<file path="config.mk">
export PLATFORM = sky130hd
export DESIGN_NAME = play_ctrl_flat
export DESIGN_NICKNAME = d
export VERILOG_FILES = /design/src/rtl/player_pkg.sv /design/src/rtl/play_ctrl_if.sv /design/src/rtl/key_debounce.sv /design/src/rtl/play_ctrl.sv /design/src/flat_wrapper.sv
export SDC_FILE = /design/constraint.sdc
export NUM_CORES = 1
export LEC_CHECK = 0
export CORE_MARGIN = 10
export CORE_UTILIZATION = 45
export CTS_BUF_LIST = sky130_fd_sc_hd__clkbuf_8
export CTS_CLUSTER_SIZE = 20
export DETAILED_ROUTE_END_ITERATION = 10
export MAX_ROUTING_LAYER = met4
export PLACE_DENSITY = 0.6
export SYNTH_ARGS = -nofsm -noshare
export SYNTH_HDL_FRONTEND = slang
export SYNTH_SLANG_ARGS = --single-unit
</file>
<file path="constraint.sdc">
create_clock -name clk -period 1.7 [get_ports clk]
set_clock_uncertainty 0.1 [all_clocks]
set_input_delay 0.34 -clock clk [delete_from_list [all_inputs] [get_ports clk]]
set_output_delay 0.34 -clock clk [all_outputs]
set_load 0.02 [all_outputs]
</file>
<file path="src/rtl/player_pkg.sv">
// Shared definitions for the player control slice: FSM state encoding and system clock rate.
package player_pkg;

    typedef enum logic [1:0] {
        IDLE  = 2'd0,
        PLAY  = 2'd1,
        PAUSE = 2'd2
    } state_e;

    localparam int CLK_HZ = 50_000_000;

endpackage : player_pkg

</file>
<file path="src/rtl/play_ctrl_if.sv">
// Key inputs, sequencer feedback and sequencer/buzzer control outputs of the player control stage.
interface play_ctrl_if;

    logic key_play;
    logic key_stop;
    logic song_end;
    logic mute;
    logic run;
    logic song_rst;
    logic paused;

    modport slave (
        input  key_play,
        input  key_stop,
        input  song_end,
        output mute,
        output run,
        output song_rst,
        output paused
    );

    modport master (
        output key_play,
        output key_stop,
        output song_end,
        input  mute,
        input  run,
        input  song_rst,
        input  paused
    );

endinterface : play_ctrl_if

</file>
<file path="src/rtl/key_debounce.sv">
// Synchroniser, stability counter and single-cycle press pulse for one active-low raw key.
module key_debounce #(
    parameter int SYNC_STAGES = 2,
    parameter int DEB_CNT     = 1_000_000,
    parameter int CNT_W       = 20
) (
    input  logic clk,
    input  logic rst,
    input  logic key_n,
    output logic press
);

    logic [SYNC_STAGES-1:0] sync_q, sync_d;
    logic [CNT_W-1:0]       cnt_q, cnt_d;
    logic                   stable_q, stable_d;
    logic                   prev_q, prev_d;
    logic                   s;

    always_comb begin
        sync_d   = {sync_q[SYNC_STAGES-2:0], key_n};
        s        = sync_q[SYNC_STAGES-1];
        stable_d = stable_q;
        cnt_d    = cnt_q;
        prev_d   = stable_q;
        if (s == stable_q) begin
            cnt_d = '0;
        end else if (cnt_q == CNT_W'(DEB_CNT - 1)) begin
            stable_d = s;
            cnt_d    = '0;
        end else begin
            cnt_d = cnt_q + 1'b1;
        end
    end

    // Press fires the cycle after the debounced level falls, so a held key gives one pulse.
    assign press = prev_q & ~stable_q;

    always_ff @(posedge clk or posedge rst) begin
        if (rst) begin
            sync_q   <= '1;
            cnt_q    <= '0;
            stable_q <= 1'b1;
            prev_q   <= 1'b1;
        end else begin
            sync_q   <= sync_d;
            cnt_q    <= cnt_d;
            stable_q <= stable_d;
            prev_q   <= prev_d;
        end
    end

endmodule : key_debounce

</file>
<file path="src/rtl/play_ctrl.sv">
// Player control: debounced PLAY/PAUSE and STOP keys driving the IDLE/PLAY/PAUSE FSM.
// REPEAT_EN defined: song_end keeps playing; undefined: song_end ends play with a song_rst.
module play_ctrl
    import player_pkg::*;
#(
    parameter int SYNC_STAGES = 2,
    parameter int DEB_CNT     = 1_000_000,
    parameter int CNT_W       = 20
) (
    input  logic        clk,
    input  logic        rst,
    play_ctrl_if.slave  bus
);

    logic   play_press;
    logic   stop_press;
    state_e state_q, state_d;
    logic   mute_q, mute_d;
    logic   run_q, run_d;
    logic   song_rst_q, song_rst_d;
    logic   paused_q, paused_d;

    key_debounce #(
        .SYNC_STAGES(SYNC_STAGES),
        .DEB_CNT    (DEB_CNT),
        .CNT_W      (CNT_W)
    ) u_deb_play (
        .clk  (clk),
        .rst  (rst),
        .key_n(bus.key_play),
        .press(play_press)
    );

    key_debounce #(
        .SYNC_STAGES(SYNC_STAGES),
        .DEB_CNT    (DEB_CNT),
        .CNT_W      (CNT_W)
    ) u_deb_stop (
        .clk  (clk),
        .rst  (rst),
        .key_n(bus.key_stop),
        .press(stop_press)
    );

    always_comb begin
        state_d    = state_q;
        song_rst_d = 1'b0;
        if (stop_press) begin
            // Stop overrides play and song_end, so only one restart pulse is ever issued.
            state_d    = IDLE;
            song_rst_d = 1'b1;
        end else begin
            case (state_q)
                IDLE: begin
                    if (play_press) begin
                        state_d    = PLAY;
                        song_rst_d = 1'b1;
                    end
                end
                PLAY: begin
                    if (play_press) begin
                        state_d = PAUSE;
`ifdef REPEAT_EN
                    end else if (bus.song_end) begin
                        state_d = PLAY;
`else
                    end else if (bus.song_end) begin
                        state_d    = IDLE;
                        song_rst_d = 1'b1;
`endif
                    end
                end
                PAUSE: begin
                    if (play_press) begin
                        state_d = PLAY;
                    end
                end
                default: begin
                    state_d = IDLE;
                end
            endcase
        end
        mute_d   = (state_d != PLAY);
        run_d    = (state_d == PLAY);
        paused_d = (state_d == PAUSE);
    end

    always_ff @(posedge clk or posedge rst) begin
        if (rst) begin
            state_q    <= IDLE;
            mute_q     <= 1'b1;
            run_q      <= 1'b0;
            song_rst_q <= 1'b0;
            paused_q   <= 1'b0;
        end else begin
            state_q    <= state_d;
            mute_q     <= mute_d;
            run_q      <= run_d;
            song_rst_q <= song_rst_d;
            paused_q   <= paused_d;
        end
    end

    assign bus.mute     = mute_q;
    assign bus.run      = run_q;
    assign bus.song_rst = song_rst_q;
    assign bus.paused   = paused_q;

endmodule : play_ctrl

</file>
<file path="src/flat_wrapper.sv">
// flat-port wrapper written by rule: the top's interface ports become plain ports
module play_ctrl_flat import player_pkg::*;
#(
    parameter int SYNC_STAGES = 2,
    parameter int DEB_CNT     = 1_000_000,
    parameter int CNT_W       = 20
)
  (clk, rst, bus_key_play, bus_key_stop, bus_song_end, bus_mute, bus_run, bus_song_rst, bus_paused);
  play_ctrl_if bus_i ();
  input  logic clk;
  input  logic rst;
  input wire logic [$bits(bus_i.key_play)-1:0] bus_key_play;
  input wire logic [$bits(bus_i.key_stop)-1:0] bus_key_stop;
  input wire logic [$bits(bus_i.song_end)-1:0] bus_song_end;
  output wire logic [$bits(bus_i.mute)-1:0] bus_mute;
  output wire logic [$bits(bus_i.run)-1:0] bus_run;
  output wire logic [$bits(bus_i.song_rst)-1:0] bus_song_rst;
  output wire logic [$bits(bus_i.paused)-1:0] bus_paused;
  assign bus_i.key_play = bus_key_play;
  assign bus_i.key_stop = bus_key_stop;
  assign bus_i.song_end = bus_song_end;
  assign bus_mute = bus_i.mute;
  assign bus_run = bus_i.run;
  assign bus_song_rst = bus_i.song_rst;
  assign bus_paused = bus_i.paused;
  play_ctrl #(.SYNC_STAGES(SYNC_STAGES), .DEB_CNT(DEB_CNT), .CNT_W(CNT_W)) u_core (.clk(clk), .rst(rst), .bus(bus_i));
endmodule
</file>
==> summary.txt, run 1 <==
STA
  • # setup viols final: 2
  • Worst slew margin: 0.774
  • Worst Max-Slew Pin Slew: about 340 ps
  • Final Hold Fails: 0
  • Final Max Tran Viols: 0
  • Tmin final: approximately 1800 ps
  • Final worst setup slack: -72.5 ps
  • RSZ-0062 raised after global routing: true
  • Fmax: 564 MHz
  • Final Cycle Share: 1.04
  • Hold slack: ~260 ps

Critical path
  • Setup crit start kind: flop
  • Data required, critical path: 1840 ps
  • Max FO, Critical Path: 3
  • Reg2reg end: u_core.u_deb_play.cnt_q[18]$_DFF_PP0_
  • Crit end category: flop
  • Worst EP arrival: 1910 ps
  • Reg2reg setup slack: -70 ps
  • RR Startpoint: u_core.u_deb_play.cnt_q[5]$_DFF_PP0_
  • Crit path kind: flop to flop
  • FF-to-FF path depth: 4
  • Crit-path cells: nand4_1 -> or4_4 -> or3_1 -> a21oi_2
  • CP max stage cell: or4_4
  • Crit path from: u_core.u_deb_play.cnt_q[5]$_DFF_PP0_
  • Slowest stage delay, CP: roughly 570 ps

Drt
  • Via density: approximately 5.2
  • # DRC: 0
  • 1st-pass router iterations: 4
  • Post-DRT Antenna Nets: 0
  • Via count: 1,941
  • Initial drt markers: between 60 and 70
  • Wire per inst: 13.7 um
  • Total wire length: 5.10 mm

Layout
  • Ant diodes: 0
  • Area Growth Syn to Fin: 28.1%
  • Nets: 305
  • Layout cells sized above 1: 0.304
  • Final core utilization: 0.593

Pwr
  • Comb power frac: 0.048
  • Peak VDD IR: between 0.0003 and 0.0004 V
  • Sw power: ~0.47 mW
  • Sw Ratio: 0.223
  • Part of the power in registers: 0.629
  • Power per Cell Area: between 600 and 700 nW/um^2
  • Clock power share: 0.323
  • Internal: 1.63 mW
  • Leak: 1.38 nW

Global routing
  • Vias in the first global route: 1,847
  • Initial antenna violation count: 0
  • Largest net degree at the start of global routing: 55
  • Total GRT Usage: 0.124
  • Overflow after GRT: 0
  • First-pass GRT wire length: 8.70 mm

Floorplanning
  • Initial Util: 0.463
  • # IOs: 9
  • FP Rows: 27
  • Core region area: 5470 um^2
  • Die W: 95.0 um
  • Die height: between 90 and 100 um
  • Die area: 9030 um^2

Synth
  • Synth unique cells: 34
  • Number of synthesized flops with an enable pin: 0
  • Syn_nets: 254
  • Synth Cell Area: 2530 um^2
  • Synth top area share: 0.445
  • Async SR Flop Fraction: 1.00
  • Top_reg_cell synth: dfrtp_1
  • Synth Register Bits: 54
  • Synthesized area per cell: 10.3 um^2
  • Top cells by area, synth: dfrtp_1 (44%), dfstp_2 (9.3%), nor2_1 (6.2%)
  • Yosys top cell by area: dfrtp_1
  • Sequential-to-total area share from yosys stat: 0.538
  • Mapped Cells: 247
  • YS warnings: 0

Placement
  • IO Port Bufs: 8
  • DPL Wire Length: 3.51 mm
  • Final Wtd Congestion: 0.839

Clocking
  • TritonCTS buffer count: 5
  • CTS tree: done
  • Total clock sinks: 54
  • Hold-fix buffers at CTS: 0
  • Clock buffer depth: 2
  • H-tree depth: 2
  • Worst-path clk slew: 90 ps
  • Clk_lat worst skew: approximately 300 ps
  • Root buf cell: clkbuf_8

Min path
  • Hold EP: u_core.u_deb_play.sync_q[1]$_DFF_PP1_
  • Worst Hold Class: flop to flop
  • Hold Path Stages: 0
  • HP Start: u_core.u_deb_play.sync_q[0]$_DFF_PP1_

Run status
  • Failing checks: setup timing
  • Status: finished, violations left

Flow run
  • MaxCap Viol Count: 0
how the worst max path moves through the flow:
stage	slack, ps	endpoint
CTS	-40	u_core.u_deb_play.cnt_q[18]$_DFF_PP0_
floorplan	-70	u_core.u_deb_play.cnt_q[17]$_DFF_PP0_
detailed placement	-50	u_core.u_deb_play.cnt_q[18]$_DFF_PP0_
finish	-70	u_core.u_deb_play.cnt_q[18]$_DFF_PP0_
global placement	10	u_core.u_deb_play.cnt_q[18]$_DFF_PP0_
global route	-140	u_core.u_deb_play.cnt_q[17]$_DFF_PP0_
power by group through the flow:
stage	clock network, mW	registers, mW	logic (mW)
after CTS	0.720	1.32	0.0981
after global placement	0	1.34	0.0970
after floorplan	0	1.34	0.0540
final	0.675	1.32	0.100
after global routing	0.761	1.32	0.115
after detailed placement	0	1.34	0.0968
routing by layer:
| metal | GRT usage | wire [um] | vias up |
|---|---|---|---|
| met5 | - | 0 | - |
| met4 | 0.0374 | 62 | 0 |
| met3 | 0.0306 | 141 | 7 |
| met2 | 0.191 | 2440 | 21 |
| met1 | 0.157 | 2450 | 943 |
| li1 | - | - | 970 |
synth_stat cells, types with 7 or more instances:
cell      n
xnor2_1  18
dfrtp_1  45
nand2_1  13
and3_1    8
nand4_1  11
dfstp_2   9
nor2_1   42
a21oi_1   7
nor4_1    8
xor2_1   13
nor3_1    8
nand3_1  13
sequential cells by signal, indices dropped and copies added (netlist names):
signal                    count
u_core.bus.song_rst           1
u_core.state_q                2
u_core.u_deb_stop.sync_q      2
u_core.u_deb_stop.prev_q      1
u_core.u_deb_stop.cnt_q      20
u_core.u_deb_stop.prev_d      1
u_core.u_deb_play.sync_q      2
u_core.bus.mute               1
u_core.bus.paused             1
u_core.bus.run                1
u_core.u_deb_play.prev_q      1
u_core.u_deb_play.cnt_q      20
u_core.u_deb_play.prev_d      1
critical path: cells and delay by family, from the launching register on:
family / cells / cell delay (ps)
compound gates: 1 / 140
flops: 1 / 390
simple gates: 3 / 1080
cell families (layout without fill, tap and decap cells):
group | after synthesis | in the layout | synth area share
xor+xnor | 31 | 31 | 0.107
compound gates | 20 | 20 | 0.0454
flops | 54 | 54 | 0.538
fa+ha+maj | 2 | 2 | 0.00988
simple gates | 124 | 124 | 0.262
mux | 4 | 4 | 0.0168
buf+inv | 12 | 64 | 0.0203
stage by stage:
stage	setup WS, ps	power, mW	cell area (um^2)	setup TNS, ps	std cells
floorplan	-73.7	1.39	2560	-110	247
global placement	10.4	1.44	2990	0	359
detailed placement	-46.5	1.44	2990	-47.2	359
CTS	-35.6	2.13	3100	-35.6	369
global route	-143	2.20	3240	-655	371
finish	-72.5	2.09	3240	-130	371
layout make-up:
type | instances | area, um^2
fill | 490 | 2230
multi-input combinational | 181 | 1260
clock inverter | 3 | 13.8
inverter | 6 | 26.3
timing repair buffer | 50 | 414
tap | 72 | 90.1
sequential | 54 | 1370
clock buffer | 5 | 68.8
repair_timing:
| item | in CTS | in global routing |
|---|---|---|
| setup buffers | 2 | 2 |
| gates cloned | 0 | 0 |
| pin swaps | 1 | 7 |
| endpoints found under the setup margin | 9 | 40 |
| gates resized for setup | 8 | 28 |
cell usage in the layout, fill, tap and decap left out, types with 3 or more instances in the layout:
cell	n
dfstp_2	9
dlygate4sd2_1	4
nand3_1	10
a21oi_1	5
xnor2_1	18
nor2_1	41
o21ai_0	6
and3_1	5
nand2_1	13
nor3_1	7
nand4_1	11
clkbuf_8	5
or4_4	3
dfrtp_2	4
and4_1	3
buf_4	38
or3_1	3
nand4b_1	3
inv_1	6
nor4_1	3
buf_6	3
xor2_1	13
nor4_2	3
dfrtp_1	41
clkdlybuf4s50_1	4
Power figures use the tool's default switching activity.
==> inputs of run 2 (changes only) <==
==> constraint.sdc (replaced) <==
create_clock -name clk -period 1.7 [get_ports clk]
set_clock_uncertainty 0.1 [all_clocks]
set_input_delay 0.51 -clock clk [delete_from_list [all_inputs] [get_ports clk]]
set_output_delay 0.51 -clock clk [all_outputs]
set_load 0.02 [all_outputs]
==> run 2 against run 1 <==
The run still ends with setup timing left. Count of clock-buffer cells in the layout did not move. Non-clock buffer count is 8 higher. Register-to-register slack better by 40 ps. Largest power group unchanged. Highest routed layer unchanged.
==> summary.txt, run 2 (synthesis gave the netlist of run 1 again) <==
Run status
  • Status: finished, violations left (unchanged)
  • Failing checks: setup timing (unchanged)

Pwr
  • Leak: 1.41 nW (was 1.38 nW)
  • Power per Cell Area: 698 nW/um^2 (was 645 nW/um^2)
  • Comb power frac: 0.049 (was 0.048)
  • Sw power: 0.511 mW (was 0.466 mW)
  • Internal: 1.79 mW (was 1.63 mW)
  • Clock power share: 0.380 (was 0.323)
  • Overall Power: 2.30 mW (was 2.09 mW)
  • Sw Ratio: 0.222 (was 0.223)
  • Peak VDD IR: 0.000850 V (was 0.000392 V)
  • Part of the power in registers: 0.571 (was 0.629)

Layout
  • Final core utilization: 0.603 (was 0.593)
  • Commonest non-fill, non-tap cell in the layout: buf_4
  • Area Growth Syn to Fin: 30.3% (was 28.1%)
  • Area of the multi-input gates: 1230 um^2 (was 1260 um^2)
  • Most frequent cells in the layout: buf_4 (46), dfrtp_1 (44), nor2_1 (42), xnor2_1 (18) (was nor2_1 (41), dfrtp_1 (41), buf_4 (38), xnor2_1 (18))
  • Non-Filler Instances: 379 (was 371)
  • Design area: 3300 um^2 (was 3240 um^2)
  • Top flop regs: u_core.u_deb_play.cnt_q x20, u_core.u_deb_stop.cnt_q x20 (unchanged)
  • Ant diodes: 0 (unchanged)
  • Storage cell area: 1360 um^2 (was 1370 um^2)
  • Nets: 313 (was 305)
  • Filler cells: 453 (was 490)
  • Layout cells sized above 1: 0.309 (was 0.304)

Flow run
  • MaxCap Viol Count: 0 (unchanged)

Global routing
  • Met2 usage: 0.200 (was 0.191)
  • Total GRT Usage: 0.125 (was 0.124)
  • First-pass GRT wire length: 9.05 mm (was 8.70 mm)
  • Met1 Track Usage GR: 0.160 (was 0.157)
  • Largest net degree at the start of global routing: 55 (unchanged)
  • GR peak layer: met2 (unchanged)
  • Initial antenna violation count: 0 (unchanged)
  • Met3 Use GR: 0.0244 (was 0.0306)
  • Overflow after GRT: 0 (unchanged)
  • Vias in the first global route: 1,958 (was 1,847)

Critical path
  • Crit path kind: flop to flop (unchanged)
  • Data required, critical path: 1840 ps (about the same)
  • Crit end category: flop (unchanged)
  • Reg2reg end: u_core.u_deb_play.cnt_q[18]$_DFF_PP0_ (unchanged)
  • Reg2reg setup slack: -30 ps (was -70 ps)
  • RR Startpoint: u_core.u_deb_play.cnt_q[4]$_DFF_PP0_ (was u_core.u_deb_play.cnt_q[5]$_DFF_PP0_)
  • Worst EP arrival: 1870 ps (was 1910 ps)
  • Setup crit start kind: flop (unchanged)
  • Max FO, Critical Path: 3 (unchanged)
  • FF-to-FF path depth: 4 (unchanged)

Placement
  • Final Wtd Congestion: 0.831 (was 0.839)
  • DPL Wire Length: 3.53 mm (was 3.51 mm)
  • Placed cell count: 362 (was 359)
  • DP Area: 3010 um^2 (was 2990 um^2)
  • IO Port Bufs: 8 (unchanged)

Min path
  • Hold Path Stages: 0 (unchanged)
  • Worst Hold Class: flop to flop (unchanged)
  • HP Start: u_core.u_deb_play.sync_q[0]$_DFF_PP1_ (unchanged)
  • Hold EP: u_core.u_deb_play.sync_q[1]$_DFF_PP1_ (unchanged)

Drt
  • # DRC: 0 (unchanged)
  • 1st-pass router iterations: 4 (unchanged)
  • Total wire length: 5.16 mm (was 5.10 mm)
  • Post-DRT Antenna Nets: 0 (unchanged)
  • Initial drt markers: 58 (was 69)
  • Wire per inst: 13.6 um (was 13.7 um)
  • Via density: 5.10 (was 5.23)
  • Via count: 1,933 (was 1,941)

STA
  • Final setup TNS: -28.1 ps (was -130 ps)
  • Final Hold Fails: 0 (unchanged)
  • Final Cycle Share: 1.02 (was 1.04)
  • Worst slew margin: 0.771 (was 0.774)
  • RSZ-0062 raised after global routing: true (unchanged)
  • Worst Max-Slew Pin Slew: 342 ps (was 336 ps)
  • Final worst setup slack: -28.1 ps (was -72.5 ps)
  • # setup viols final: 1 (was 2)
  • Final Max Tran Viols: 0 (unchanged)
  • Fmax: 579 MHz (was 564 MHz)
  • Tmin final: 1730 ps (was 1770 ps)

Floorplanning
  • Initial Util: 0.463 (unchanged)
  • Die area: 9030 um^2 (unchanged)
  • Die W: 95.0 um (unchanged)
  • # IOs: 9 (unchanged)
  • Core region area: 5470 um^2 (unchanged)
  • Die height: 95.0 um (unchanged)
  • FP Rows: 27 (unchanged)

Clocking
  • Clk_lat worst skew: 310 ps (was 300 ps)
  • Clock buffer depth: 2 (unchanged)
  • Root buf cell: clkbuf_8 (unchanged)
  • Worst-path clk slew: 100 ps (was 90 ps)
  • Total clock sinks: 54 (unchanged)
  • CTS tree: done (unchanged)
  • TritonCTS buffer count: 5 (unchanged)
  • H-tree depth: 2 (unchanged)
run 2: power by group through the flow:
stage	clock [mW]	combinational, mW	sequential (mW)
final	0.875	0.113	1.32
after global routing	0.952	0.127	1.32
after CTS	0.899	0.106	1.32
after detailed placement	0	0.106	1.34
after global placement	0	0.105	1.34
after floorplan	0	0.0540	1.34
run 2: how the worst max path moves through the flow:
stage / start / endpoint / slack [ps] / cells past startpoint
after global routing: u_core.u_deb_play.cnt_q[13]$_DFF_PP0_ / u_core.u_deb_play.cnt_q[18]$_DFF_PP0_ / -110 / 4
after floorplan: u_core.u_deb_play.cnt_q[3]$_DFF_PP0_ / u_core.u_deb_play.cnt_q[17]$_DFF_PP0_ / -40 / 5
after detailed placement: u_core.u_deb_play.cnt_q[13]$_DFF_PP0_ / u_core.u_deb_play.cnt_q[18]$_DFF_PP0_ / -20 / 4
after CTS: u_core.u_deb_play.cnt_q[6]$_DFF_PP0_ / u_core.u_deb_play.cnt_q[18]$_DFF_PP0_ / -20 / 4
final: u_core.u_deb_play.cnt_q[4]$_DFF_PP0_ / u_core.u_deb_play.cnt_q[18]$_DFF_PP0_ / -30 / 4
after global placement: u_core.u_deb_play.cnt_q[6]$_DFF_PP0_ / u_core.u_deb_play.cnt_q[18]$_DFF_PP0_ / -4 / 4
run 2: cell type report:
class | count | share of cell area
sequential | 54 | 0.413
multi-input combinational | 181 | 0.374
timing repair buffer | 58 | 0.143
tap | 72 | 0.0273
clock buffer | 5 | 0.0209
clock inverter | 3 | 0.0137
inverter | 6 | 0.00796
run 2: routing by layer:
layer | wire, um | part of all wire | vias to the layer above
met5 | 0 | 0 | -
met4 | 40 | 0.0078 | 0
met3 | 110 | 0.021 | 6
met2 | 2530 | 0.49 | 20
met1 | 2480 | 0.48 | 922
li1 | - | - | 985
run 2: worst max-delay path, cell delays in order (launching register included):
cell     delay [ps]
dfrtp_1         370
nand4_1         160
or4_4           570
or3_4           340
a21oi_2         130
run 2: timing repair:
item                                    CTS  global route
gates resized for setup                   9            24
gates cloned                              0             1
hold buffers                              0             0
endpoints found under the setup margin    6            42
pin swaps                                 2             6
setup buffers                             3             5
run 2: stage by stage:
stage	setup WS [ps]	hold WS [ps]
2_1_floorplan	-37.4	245
3_3_place_gp	-3.75	248
3_5_place_dp	-19.6	250
4_1_cts	-22.1	265
5_1_grt	-113	271
6_report	-28.1	263
